[src/rtl/alu_mc.sv]
// Purpose: parametrised execute-stage ALU with shifts, signed overflow and an iterative shift-add multiplier.
// Latency: 1 cycle for logic/arith/shift ops; WIDTH+1 cycles from accept to out_valid for MUL.
// Backpressure: in_ready drops while the FSM is multiplying or a result is held unconsumed (out_valid & !out_ready).
module alu_mc #(
    parameter int WIDTH  = 32,
    parameter int SHW    = $clog2(WIDTH),
    parameter int MUL_EN = 1
) (
    input  logic             clk,
    input  logic             reset,
    input  logic             in_valid,
    output logic             in_ready,
    input  logic [WIDTH-1:0] a,
    input  logic [WIDTH-1:0] b,
    input  logic [3:0]       f,
    input  logic [SHW-1:0]   shamt,
    output logic             out_valid,
    input  logic             out_ready,
    output logic [WIDTH-1:0] y,
    output logic             zero,
    output logic             ltez,
    output logic             overflow,
    output logic             busy
);

    // Counter must be able to hold WIDTH itself: it parks there once the multiply is done.
    localparam int CW = $clog2(WIDTH + 1);
    localparam logic [CW-1:0] CNT_DONE = CW'(WIDTH);

    typedef enum logic {IDLE, MUL} state_t;

    state_t           state, state_n;
    logic [WIDTH-1:0] bout, sum, res;
    logic [WIDTH-1:0] mcand, mplier, acc;
    logic [CW-1:0]    cnt;
    logic             res_sign, res_ovf;
    logic             out_free, accept, is_mul;
    logic             ld_alu, ld_mul, mul_start, mul_step;

    // The output slot is free when empty or being drained on this edge.
    assign out_free = !out_valid || out_ready;
    assign in_ready = (state == IDLE) && out_free;
    assign accept   = in_valid && in_ready;
    assign is_mul   = (MUL_EN != 0) && (f[2:0] == 3'b111);
    // Busy covers only the iterating cycles, not a completed multiply waiting for the output slot.
    assign busy     = (state == MUL) && (cnt != CNT_DONE);

    // Operand decode and single-cycle function select, with the flag sources for each op.
    always_comb begin
        bout     = f[3] ? ~b : b;
        sum      = a + bout + {{(WIDTH-1){1'b0}}, f[3]};
        res      = '0;
        res_ovf  = 1'b0;
        case (f[2:0])
            3'b000: res = a & bout;
            3'b001: res = a | bout;
            3'b010: res = sum;
            3'b011: res = {{(WIDTH-1){1'b0}}, sum[WIDTH-1]};
            3'b100: res = bout << shamt;
            3'b101: res = bout >> shamt;
            3'b110: res = $signed(bout) >>> shamt;
            default: res = 'x;   // multiplier absent: result is don't-care
        endcase
        if (f[2:1] == 2'b01) begin
            // SLT's result bit is not its sign; both add-type ops take sign from the adder.
            res_sign = sum[WIDTH-1];
            res_ovf  = (a[WIDTH-1] == bout[WIDTH-1]) && (sum[WIDTH-1] != a[WIDTH-1]);
        end else begin
            res_sign = res[WIDTH-1];
        end
    end

    // FSM state register.
    always_ff @(posedge clk or posedge reset) begin
        if (reset) state <= IDLE;
        else       state <= state_n;
    end

    // Next-state and load strobes; a finished multiply waits in MUL until the output slot frees.
    always_comb begin
        state_n   = state;
        ld_alu    = 1'b0;
        ld_mul    = 1'b0;
        mul_start = 1'b0;
        mul_step  = 1'b0;
        case (state)
            IDLE: begin
                if (accept) begin
                    if (is_mul) begin
                        mul_start = 1'b1;
                        state_n   = MUL;
                    end else begin
                        ld_alu = 1'b1;
                    end
                end
            end
            MUL: begin
                if (cnt != CNT_DONE) begin
                    mul_step = 1'b1;
                end else if (out_free) begin
                    ld_mul  = 1'b1;
                    state_n = IDLE;
                end
            end
            default: state_n = IDLE;
        endcase
    end

    // Shift-add multiplier datapath: one partial product per cycle, fixed WIDTH iterations.
    always_ff @(posedge clk or posedge reset) begin
        if (reset) begin
            mcand  <= '0;
            mplier <= '0;
            acc    <= '0;
            cnt    <= '0;
        end else if (mul_start) begin
            mcand  <= a;
            mplier <= b;
            acc    <= '0;
            cnt    <= '0;
        end else if (mul_step) begin
            if (mplier[0]) acc <= acc + mcand;
            mcand  <= mcand << 1;
            mplier <= mplier >> 1;
            cnt    <= cnt + CW'(1);
        end
    end

    // Result/flag registers and out_valid; the bundle only changes on a load.
    always_ff @(posedge clk or posedge reset) begin
        if (reset) begin
            y         <= '0;
            zero      <= 1'b0;
            ltez      <= 1'b0;
            overflow  <= 1'b0;
            out_valid <= 1'b0;
        end else begin
            if (ld_alu) begin
                y        <= res;
                zero     <= (res == '0);
                ltez     <= (res == '0) || res_sign;
                overflow <= res_ovf;
            end else if (ld_mul) begin
                y        <= acc;
                zero     <= (acc == '0);
                ltez     <= (acc == '0) || acc[WIDTH-1];
                overflow <= 1'b0;
            end
            if (ld_alu || ld_mul) out_valid <= 1'b1;
            else if (out_ready)   out_valid <= 1'b0;
        end
    end

endmodule

[config.mk]
export PLATFORM = sky130hd
export DESIGN_NAME = alu_mc
export DESIGN_NICKNAME = d
export VERILOG_FILES = /design/src/rtl/alu_mc.sv
export SDC_FILE = /design/constraint.sdc
export NUM_CORES = 1
export LEC_CHECK = 0
export CORE_MARGIN = 2
export CORE_UTILIZATION = 65
export CTS_CLUSTER_SIZE = 30
export DETAILED_ROUTE_END_ITERATION = 8
export PLACE_DENSITY = 0.87
export SYNTH_ARGS = -nofsm -noshare
export SYNTH_HDL_FRONTEND = slang
export SYNTH_SLANG_ARGS = --single-unit
export TNS_END_PERCENT = 20
[constraint.sdc]
create_clock -name clk -period 11.4 [get_ports clk]
set_input_delay 1.71 -clock clk [delete_from_list [all_inputs] [get_ports clk]]
set_output_delay 1.71 -clock clk [all_outputs]
set_load 0.005 [all_outputs]
==> results_dict.tcl, run 1 <==
set metrics [dict create \
    routedWlPerCell_um 28.52 \
    outcome "finished, final reports clean" \
    busiest_layer "met2" \
    async_flop_share_pct 100.0 \
    synth_edf_count 0 \
    drc 0 \
    rr_worst_depth 14 \
    maxCapViolCount 0 \
    holdBufCountCts 0 \
    worstHoldEndpoint "mplier[9]$_DFFE_PP0P_" \
    ir_drop_mv 0.2544 \
    start_util_pct 65.52 \
    yosysTopAreaCellShare_pct 20.55 \
    slowest_delay_ps 810 \
    h-tree-depth 4 \
    final_common_cell "nand2_1" \
    cp_num_buf_inv 3 \
    timing.final.ws_setup_ps 4950 \
    pre_cts_ws_ps 4909 \
    start_kind "input port" \
    io_buffers 114 \
    powerDensity_nw_per_um2 171.6 \
    worstPathArrival_ps 6810 \
    cp_slowest_cell "nor4_1" \
    post_cts_resized 0 \
    grt_util_met1_pct 62.39 \
    holdPathStages 2 \
    drive_gt1_share_pct 8.325 \
    yosys_warnings 0 \
    finalMaxSlewViolations 0 \
    ys_top_cells_by_area "dfrtp_1 21%, mux2i_1 9.0%, ha_1 7.2%" \
    hold_viol_final 0 \
    fin_tns_setup_ps 0 \
    clk_latency_ps 440 \
    area_growth_pct 9.084 \
    final_cell_mix "250 x nand2_1, 152 x mux2i_1, 139 x dfrtp_1" \
    ff2ff_setup_slack_ps 7270 \
    p_leak_nw 8.239 \
    dieArea_um2 27350 \
    finalSetupViolCount 0 \
    crit_type "in -> reg" \
    avgSynthCellArea_um2 8.138 \
    reg2reg_to "acc[30]$_DFFE_PP0P_" \
    critPathMostFrequentCell "nand2_1" \
    hpwl_um 51160 \
    synth.cell_area_um2 16930 \
    grt_pass1_vias 17066 \
    grt_use_met2_pct 75.42 \
    syn_nets 2256 \
    slew_headroom_pct 9.818 \
    die-width_um 165.4 \
    overflow 0 \
    syn-instance-count 2080 \
    vias 18210 \
    dr.pass1.iters 8 \
    grt_max_degree 79 \
    drt_iter0_markers 2826 \
    grt_pass1_wl_um 102300 \
    rows 59 \
    core_um2 25840 \
    postCtsSetupBuffers 0 \
    root_buffer "clkbuf_16" \
    end_kind "register" \
    antenna_found_initial 4 \
    ctsLongestPathBuffers 2 \
    ys_seq_area_share_pct 20.55 \
    ys_seq_elements 139 \
    worstMarginPinSlew_ps 1342 \
    path_max_fanout 62 \
    io_pins 115 \
    cp_top_family "simple AND/OR/NAND/NOR gates" \
    clock.fmax_mhz 155.0 \
    hp-class "reg -> reg" \
    clk_pin_slew_ps 70 \
    vias_per_cell 7.543 \
    routed_wl_um 68860 \
    gr-usage-all-layers_pct 49.60 \
    globalRouteMet3Util_pct 12.34 \
    die_h_um 165.4 \
    dpl-instance-area_um2 17860 \
    num-nets-final 2241 \
    worstPathCellList "buf_4, buf_4, xor2_1, inv_1, ha_1, nand2_1, nor2_1, nand2_1, nor4_1, o211ai_1, mux2i_1, nand4_1, nand2_1, nand4_1, nor2_1, o32a_1" \
    synth_top_cell_by_area "dfrtp_1" \
    hold_start "mplier[9]$_DFFE_PP0P_" \
    finalCoreUtilization_pct 71.47 \
    rsz0062_at_grt "false" \
    synthFlopType "dfrtp_1" \
    clock_sinks 139 \
    cts_tree "done" \
    crit_required_ps 11760 \
    fin_crit_ps 6450 \
    design_area_um2 18470 \
    power.total_w 0.003169 \
    reg2reg_from "acc[0]$_DFFE_PP0P_" \
    finalCritPeriodShare_pct 56.58 \
    detail-route-antenna-nets 0 \
    gp_congestion 1.171 \
    cts-buffers-inserted 17 \
    netlist-cell-type-count 99 \
    skew_ps 15.86 \
]
## where the power goes
| part | total (W) | leakage (nW) | internal (W) | switching, W |
|---|---|---|---|---|
| logic | 0.00167 | 6.16 | 0.000673 | 0.00100 |
| clock network | 0.000607 | 0.283 | 0.000297 | 0.000310 |
| registers | 0.000889 | 1.80 | 0.000694 | 0.000195 |
## state kept, by name, indices dropped and copies added, names as in the netlist
signal / flops
ltez: 1
y: 32
overflow: 1
zero: 1
acc: 32
cnt: 6
mcand: 32
out_valid: 1
state: 1
mplier: 32
## logic make-up after synthesis
logic type | share of synthesized area [%]
AOI/OAI and AO/OA | 25.07
xor gates and xnor gates | 6.453
adders and majority gates | 7.406
buffers and inverters | 7.473
DFF | 20.55
muxes | 15.76
and+or+nand+nor | 17.29
## synthesized netlist by cell type (27+ instances only)
library cell  number
nand2_1          251
mux2i_1          152
dfrtp_1          139
o21ai_0          125
clkbuf_1         115
nor2_1           111
a21oi_1          107
a22oi_1          104
ha_1              97
inv_1             96
xnor2_1           67
nand3_1           60
xor2_1            54
mux4_2            33
a211oi_1          32
a21o_1            30
nor3_1            30
buf_2             27
## layer usage
| metal | vias up | routed length [um] |
|---|---|---|
| li1 | 7688 | - |
| met1 | 8561 | 25200 |
| met2 | 1561 | 29480 |
| met3 | 396 | 8405 |
| met4 | 4 | 5744 |
| met5 | - | 27 |
## worst max-delay path by stage
stage               start          endpoint  slack, ps  cells after the start
finish               f[3]  ltez$_DFFE_PP0P_       4950                     16
global route         f[3]  ltez$_DFFE_PP0P_       5020                     13
CTS                  f[3]  ltez$_DFFE_PP0P_       5330                     13
detailed placement   f[3]  ltez$_DFFE_PP0P_       4910                     13
global placement     b[2]  ltez$_DFFE_PP0P_       4990                     15
floorplan            f[3]  ltez$_DFFE_PP0P_       5180                     21
## through the flow
step | hold slack [ps] | cells
after floorplan | 446.3 | 2080
after global placement | 457.7 | 2381
after detailed placement | 464.1 | 2381
after CTS | 482.8 | 2413
after global routing | 497.9 | 2414
final | 477.9 | 2414
## area by class of cell
class	instances	area, um^2
Antenna cell	1	2.502
Fill cell	2026	7372
Multi-Input combinational cell	1663	12230
Clock inverter	15	172.7
Timing Repair Buffer	146	1366
Clock buffer	17	425.4
Sequential cell	139	3478
Inverter	98	372.9
Tap cell	335	419.2
## worst min-delay path: stages (launching register included)
cell	delay, ps
dfrtp_1	350
nand2_1	50
nand2_1	50
Note: power is estimated with default switching activity, not from simulation.
==> run 2: changes to the inputs <==
- CORE_UTILIZATION: 65 -> 56
- PLACE_DENSITY: 0.87 -> 0.79
- clock period: 11.4 -> 5.8 ns (I/O delays scaled with it)
==> run 2 against run 1 <==
Clock skew grew 3.2 ps. Wire length up 5.3%. Cell count increased by 4.5%. Critical endpoint unchanged. Flip-flop and latch count did not move. Non-clock buffer count rose by 56. Via count decreased by 1.0%.
==> results_dict.tcl, run 2 (synthesized netlist as in run 1, its figures left out) <==
set metrics [dict create \
    cp_slowest_cell "clkdlybuf4s50_1" \
    gp_congestion 1.062 \
    grt_pass1_wl_um 107900 \
    drc 0 \
    rr_worst_depth 14 \
    reg2reg_to "acc[30]$_DFFE_PP0P_" \
    p_leak_nw 8.489 \
    detail-route-antenna-nets 0 \
    clock.fmax_mhz 198.8 \
    vias 18020 \
    skew_ps 19.08 \
    dieArea_um2 31630 \
    gr-usage-all-layers_pct 45.69 \
    rsz0062_at_grt "false" \
    cp-startpoint "b[1]" \
    fin_tns_setup_ps 0 \
    root_buffer "clkbuf_16" \
    crit_type "in -> reg" \
    maxCapViolCount 0 \
    io_buffers 114 \
    end_kind "register" \
    routed_wl_um 72480 \
    clk_latency_ps 460 \
    fill_cells 2555 \
    cp_num_buf_inv 2 \
    core_um2 29720 \
    finalSetupViolCount 0 \
    hpwl_um 55390 \
    multi_input_area_um2 12230 \
    grt_max_degree 101 \
    worstPathCellList "clkdlybuf4s50_1, xor2_1, inv_1, fa_1, nand2b_1, a211o_1, a21oi_1, a31oi_1, xnor2_1, a2111oi_0, nand3_1, nor4_1, nand4_1, nor2_1, o32a_1" \
    worstPathArrival_ps 5410 \
    cts-buffers-inserted 17 \
    antenna_found_initial 2 \
    reg2reg_from "acc[0]$_DFFE_PP0P_" \
    ctsLongestPathBuffers 2 \
    slowest_delay_ps 680 \
    final_cell_mix "250 x nand2_1, 152 x mux2i_1, 139 x dfrtp_1" \
    postCtsSetupBuffers 0 \
    routedWlPerCell_um 28.73 \
    clock_sinks 139 \
    overflow 0 \
    hold_start "mplier[18]$_DFFE_PP0P_" \
    hp-class "reg -> reg" \
    clk_pin_slew_ps 60 \
    final_common_cell "nand2_1" \
    io_pins 115 \
    die_h_um 177.9 \
    vias_per_cell 7.142 \
    finalCritPeriodShare_pct 86.75 \
    seqCellArea_um2 3478 \
    hold_viol_final 0 \
    dr.pass1.iters 6 \
    crit_required_ps 6180 \
    start_util_pct 56.96 \
    start_kind "input port" \
    h-tree-depth 4 \
    post_cts_resized 0 \
    holdPathStages 2 \
    drt_iter0_markers 2460 \
    drive_gt1_share_pct 10.60 \
    outcome "finished, final reports clean" \
    worstMarginPinSlew_ps 1334 \
    cp_top_family "compound AO/OA/AOI/OAI gates" \
    num-nets-final 2297 \
    powerDensity_nw_per_um2 323.3 \
    fin_crit_ps 5031 \
    grt_pass1_vias 17225 \
    area_growth_pct 11.85 \
    holdBufCountCts 0 \
    die-width_um 177.9 \
    power.total_w 0.006121 \
    slew_headroom_pct 10.25 \
    worstHoldEndpoint "mplier[18]$_DFFE_PP0P_" \
    ir_drop_mv 0.2728 \
    path_max_fanout 9 \
    finalMaxSlewViolations 0 \
    ff2ff_setup_slack_ps 1750 \
    cts_tree "done" \
    rows 63 \
]
## run 2: changes by cell type in the layout (fill, tap and decap cells not counted), moves of 2 or more
| cell | delta |
|---|---|
| buf_4 | +52 |
| inv_8 | -6 |
| buf_12 | +4 |
| clkinv_8 | -4 |
| clkinv_2 | +3 |
| clkbuf_8 | +2 |
| clkinvlp_4 | +2 |
## run 2: how the worst max path moves through the flow
stage / slack, ps / endpoint / cells after the start
after floorplan: 420 / ltez$_DFFE_PP0P_ / 21
after global placement: 550 / ltez$_DFFE_PP0P_ / 15
after detailed placement: 400 / ltez$_DFFE_PP0P_ / 15
after CTS: 850 / ltez$_DFFE_PP0P_ / 15
after global routing: 390 / ltez$_DFFE_PP0P_ / 15
final: 770 / ltez$_DFFE_PP0P_ / 15
## run 2: worst register-to-register path: stages (launching register included)
cell and delay [ps]:
dfrtp_1 460, ha_1 250, inv_1 80, fa_1 200, nor2b_1 60, o21a_1 180, o21ai_1 230, a21oi_1 160
a31oi_1 600, o41ai_2 290, a221o_1 430, a211o_1 320, a31oi_1 220, nor4b_1 80, or3_1 400
## run 2: power breakdown
part | internal, W | switching, W
sequential | 0.00137 | 0.000392
combinational | 0.00135 | 0.00197
clock | 0.000564 | 0.000474
total | 0.00328 | 0.00284
## run 2: layout make-up
| cell class | instances | area share, % |
|---|---|---|
| Tap cell | 390 | 2.577 |
| Antenna cell | 1 | 0.01322 |
| Sequential cell | 139 | 18.37 |
| Timing Repair Buffer | 202 | 9.701 |
| Clock buffer | 20 | 2.412 |
| Inverter | 98 | 1.969 |
| Multi-Input combinational cell | 1663 | 64.58 |
| Clock inverter | 10 | 0.3701 |
## run 2: metal layers
metal / vias up / GRT usage [%] / share of wire (%)
li1: 7792 / - / -
met5: - / 0 / 0
met1: 8692 / 56.23 / 38
met4: 0 / 30.26 / 7.7
met3: 310 / 9.790 / 10
met2: 1226 / 71.98 / 45
## run 2: stage by stage
| step | utilization [%] | hold slack [ps] | std cells | setup WS [ps] | area [um^2] |
|---|---|---|---|---|---|
| after floorplan | - | 446.3 | 2080 | 423.2 | 16930 |
| after global routing | 63.71 | 500.8 | 2523 | 388.9 | 18930 |
| after CTS | 63.70 | 478.3 | 2522 | 852.6 | 18930 |
| after global placement | 61.93 | 457.9 | 2492 | 552.5 | 18400 |
| final | 63.71 | 477.7 | 2523 | 768.6 | 18930 |
| after detailed placement | 61.93 | 463.4 | 2492 | 398.0 | 18400 |
